[src/rtl/cpu_registerfile.sv]
// Moxie general register file with per-register pending-write scoreboard.
// Two registered read ports with write-first bypass; combinational busy flags for RAW hazard detection.
module cpu_registerfile #(
  parameter int NREGS = 16,
  parameter int PENDW = 2
) (
  input  logic                       clk_i,
  input  logic                       rst_i,
  input  logic                       stall_i,
  input  logic [$clog2(NREGS)-1:0]   reg_index1_i,
  input  logic [$clog2(NREGS)-1:0]   reg_index2_i,
  output logic [31:0]                value1_o,
  output logic [31:0]                value2_o,
  input  logic                       write_enable_i,
  input  logic [$clog2(NREGS)-1:0]   write_index_i,
  input  logic [31:0]                write_value_i,
  input  logic                       reserve_i,
  input  logic [$clog2(NREGS)-1:0]   reserve_index_i,
  output logic                       busy1_o,
  output logic                       busy2_o,
  output logic                       overflow_o
);

  localparam int IW = $clog2(NREGS);

  logic [31:0]      regs [NREGS];
  logic [PENDW-1:0] pend [NREGS];
  logic [NREGS-1:0] inc_v;
  logic [NREGS-1:0] dec_v;
  logic             dec1;
  logic             dec2;

  always_comb begin
    inc_v = '0;
    dec_v = '0;
    for (int unsigned i = 0; i < NREGS; i++) begin
      inc_v[i] = reserve_i && (reserve_index_i == IW'(i));
      dec_v[i] = write_enable_i && (write_index_i == IW'(i)) && (pend[i] != '0);
    end
  end

  // A write retiring this cycle clears busy; its data reaches the reader via the bypass.
  always_comb begin
    dec1    = write_enable_i && (write_index_i == reg_index1_i) && (pend[reg_index1_i] != '0);
    dec2    = write_enable_i && (write_index_i == reg_index2_i) && (pend[reg_index2_i] != '0);
    busy1_o = (pend[reg_index1_i] - PENDW'(dec1)) != '0;
    busy2_o = (pend[reg_index2_i] - PENDW'(dec2)) != '0;
  end

  always_ff @(posedge clk_i) begin
    if (rst_i) begin
      for (int unsigned i = 0; i < NREGS; i++) begin
        regs[i] <= '0;
        pend[i] <= '0;
      end
      value1_o   <= '0;
      value2_o   <= '0;
      overflow_o <= 1'b0;
    end else begin
      if (write_enable_i)
        regs[write_index_i] <= write_value_i;

      if (!stall_i) begin
        value1_o <= (write_enable_i && write_index_i == reg_index1_i) ? write_value_i
                                                                        : regs[reg_index1_i];
        value2_o <= (write_enable_i && write_index_i == reg_index2_i) ? write_value_i
                                                                        : regs[reg_index2_i];
      end

      for (int unsigned i = 0; i < NREGS; i++) begin
        if (inc_v[i] && !dec_v[i]) begin
          if (pend[i] == '1)
            overflow_o <= 1'b1;
          else
            pend[i] <= pend[i] + PENDW'(1);
        end else if (dec_v[i] && !inc_v[i]) begin
          pend[i] <= pend[i] - PENDW'(1);
        end
      end
    end
  end

endmodule

[config.mk]
export PLATFORM = sky130hd
export DESIGN_NAME = cpu_registerfile
export DESIGN_NICKNAME = d
export VERILOG_FILES = /design/src/rtl/cpu_registerfile.sv
export SDC_FILE = /design/constraint.sdc
export NUM_CORES = 1
export LEC_CHECK = 0
export CELL_PAD_IN_SITES_DETAIL_PLACEMENT = 2
export CELL_PAD_IN_SITES_GLOBAL_PLACEMENT = 2
export CORE_AREA = 2 2 273 275
export CTS_BUF_LIST = sky130_fd_sc_hd__clkbuf_16
export CTS_CLUSTER_SIZE = 40
export DETAILED_ROUTE_END_ITERATION = 12
export DIE_AREA = 0 0 275 277
export PLACE_DENSITY_LB_ADDON = 0.1
export SYNTH_ARGS = -nofsm -noshare
export SYNTH_HDL_FRONTEND = slang
export SYNTH_SLANG_ARGS = --single-unit
[constraint.sdc]
create_clock -name clk_i -period 3.7 [get_ports clk_i]
set_input_delay 0.555 -clock clk_i [delete_from_list [all_inputs] [get_ports clk_i]]
set_output_delay 0.555 -clock clk_i [all_outputs]
set_load 0.01 [all_outputs]
==> run summary, run 1 <==
Final Worst Setup Slack -> 147 ps
Peak VDD IR -> 452 uV
Worst Tran Pin Value -> 1000 ps
Startpoint types -> input pin
Syn_nets -> 2476
Post-synth top area share -> 49.9%
Cells after synthesis -> 2421
CP bufs+invs -> 2
Final period util -> 96.0%
Skew final -> 26.8 ps
RSZ-0062 raised after global routing -> false
Post-CTS Hold Buffers -> 0
Synth cell count leaders -> edfxtp_1, and3_1, mux4_2, and2_1, clkbuf_1
Required @ worst endpoint -> 3140 ps
Vias per cell -> 6.73
Yosys reg bits -> 609
Cells taking the most area after synthesis -> edfxtp_1, mux4_2, and3_1
Max-Slew Margin vs Limit -> 33.2%
Leading area contributor after synthesis -> edfxtp_1
CP Capture Type -> output pin
Die width -> 275 um
P&R area growth vs syn -> 14.2%
Final Max Tran Viols -> 0
Detail Route Antenna Nets -> 0
Async SR Flop Fraction -> 0%
CTS tree -> built
Final Hold Fails -> 0
Psw -> 4.62 mW
Worst skew pair latency -> 630 ps
# Post-CTS Setup Buffers -> 0
Die H -> 277 um
Global route overflow -> 0
Vias in the first global route -> 25239
CTS max path bufs -> 3
Sw Ratio -> 26.5%
First-pass GRT wire length -> 178000 um
Syn avg cell area -> 13.5 sq um
Yosys warns -> 0
CP dominant cell by count -> clkdlybuf4s50_1
Post-placement cell area -> 35200 sq um
Residual DRC -> 0
# resized after CTS -> 0
All-layer global routing usage -> 32.1%
Top-count cell post-synth -> edfxtp_1
Share of power burned in registers -> 47.1%
Final #Nets -> 2482
Largest net degree at the start of global routing -> 129
Starting density of the core -> 44.5%
DRT iter0 DRCs -> 2474
Setup TNS -> 0 ps
Critical-path top delay cell -> clkdlybuf4s50_1
Cell Rows -> 100
Vias after detailed routing -> 23268
Gpl congestion -> 0.784
Top FF cell, synth -> edfxtp_1
Top Ports -> 120
Number of port buffers -> 119
Initial antenna violation count -> 4
Routed wire per std cell -> 35.2 um
Leak -> 13.9 nW
Dpl ws -> 136 ps
Area of the core -> 73600 sq um
CTS buffer count -> 71
Post-synth EDFFs -> 544
Cell Pwr Density -> 466 nW/um^2
Crit-path max FO -> 5
Yosys cell types -> 64
Kind of critical path -> input pin to output pin
DP HPWL -> 65600 um
Post-synthesis sequential area ratio -> 53.8%
Layout cells sized above 1 -> 20.6%
CTS H-tree depth -> 3
Die Area -> 76200 sq um
F_max -> 281 MHz
Critical Path Max Stage Delay -> 490 ps
Total wire length -> 122000 um
Worst path cell trace -> clkdlybuf4s50_1 -> xnor2_1 -> nand3_1 -> or2_2 -> a21o_1 -> mux4_2 -> clkdlybuf4s50_1
Mapped cell area -> 32800 sq um
Max_cap viols -> 0
Final instance area -> 37400 sq um
CP Data Arrival Time -> 3000 ps
Crit path max-delay family -> buffers and inverters
Combinational share of power -> 13.4%
Fin crit period -> 3550 ps
CTS root buffer -> clkbuf_16
Final setup fails -> 0
Worst-path clk slew -> 60 ps
Drt pass-1 iters -> 5
Worst Hold Class -> flop to flop
Clock Sinks -> 609
Clock group share of total power -> 39.6%
Pint -> 12.8 mW
Status -> finished clean
[through the flow]
stage	power [mW]	hold slack [ps]	utilization, %	cells
global route	17.9	499	50.8	3453
finish	17.4	475	50.8	3455
floorplan	9.59	490	-	2421
CTS	17.5	477	50.8	3453
global placement	10.5	458	47.8	3323
detailed placement	10.6	467	47.8	3323
[registers in the layout, indices dropped and copies added, names as in the netlist]
register	flops
overflow_o	1
pend	32
regs	512
value1_o	32
value2_o	32
[layout by cell type (no fill, tap or decap), types with 5 or more instances in the layout]
master	synthesis	layout
nor2_1	38	31
buf_12	0	32
clkinv_1	0	14
or2_2	17	19
o21a_1	7	7
buf_4	22	50
xor2_1	11	11
nand2_1	166	166
nor2b_1	16	10
a221oi_1	64	64
a311oi_1	6	6
mux4_2	274	274
a21oi_1	78	78
and3_1	290	290
maj3_1	13	13
clkdlybuf4s50_1	0	113
nand2b_1	8	7
clkbuf_16	0	73
a22oi_1	128	128
nand3b_1	6	6
nor3_1	19	17
nor2_4	0	7
clkinv_2	0	10
and2_1	229	226
a21o_1	11	8
inv_1	66	89
nor2b_4	0	6
a21boi_1	5	5
o21ai_0	12	12
dfxtp_1	65	65
xnor2_1	12	12
edfxtp_1	544	544
nand3_1	6	6
[logic make-up after synthesis]
family	share of synthesized area, %
AND/OR/NAND/NOR	14.4
flip-flops	53.8
AO/OA/AOI/OAI	7.41
buffers and inverters	4.39
multiplexers	18.8
XOR/XNOR	0.615
adder cells (fa/ha/maj)	0.474
[layer usage]
layer | wire, um | up-vias | GRT usage, % | share of wire, %
li1 | - | 9440 | - | -
met1 | 48700 | 12551 | 43.0 | 40
met2 | 60600 | 1067 | 53.9 | 50
met3 | 8500 | 210 | 4.53 | 7.0
met4 | 3780 | 0 | 10.5 | 3.1
met5 | 0 | - | 0 | 0
[worst paths after layout]
check,end,start,cells after the start,slack [ps]
max,busy2_o,write_index_i[3],7,150
min,value2_o[29],value2_o[29],2,470
max reg2reg,overflow_o,pend[9][0],6,1760
min reg2reg,value2_o[29],value2_o[29],2,470
[area by class of cell]
type / instances / area (sq um)
Fill cell: 6801 / 36200
Clock buffer: 73 / 1830
Tap cell: 969 / 1210
Sequential cell: 609 / 17600
Clock inverter: 57 / 402
Antenna cell: 2 / 5.00
Timing Repair Buffer: 199 / 2200
Inverter: 66 / 248
Multi-Input combinational cell: 1480 / 13900
[power groups by stage]
stage	clock, mW	sequential [mW]	combinational (mW)
6_report	6.89	8.20	2.33
5_1_grt	7.25	8.24	2.46
4_1_cts	6.97	8.19	2.33
3_5_place_dp	0	8.33	2.30
3_3_place_gp	0	8.25	2.24
2_1_floorplan	0	8.23	1.36
[worst reg2reg max path: cells and delay by family, from the launching register on]
kind,cells,cell delay (ps)
AOI/OAI and AO/OA,2,300
adders and majority gates,1,220
buffers and inverters,1,90
DFF,1,440
and+or+nand+nor,2,740
Note: power is estimated with default switching activity, not from simulation.
==> inputs of run 2 (changes only) <==
- CAP_MARGIN: default -> 20
==> results of run 2 <==
Final layout, timing and power as in run 1 (identical DEF).
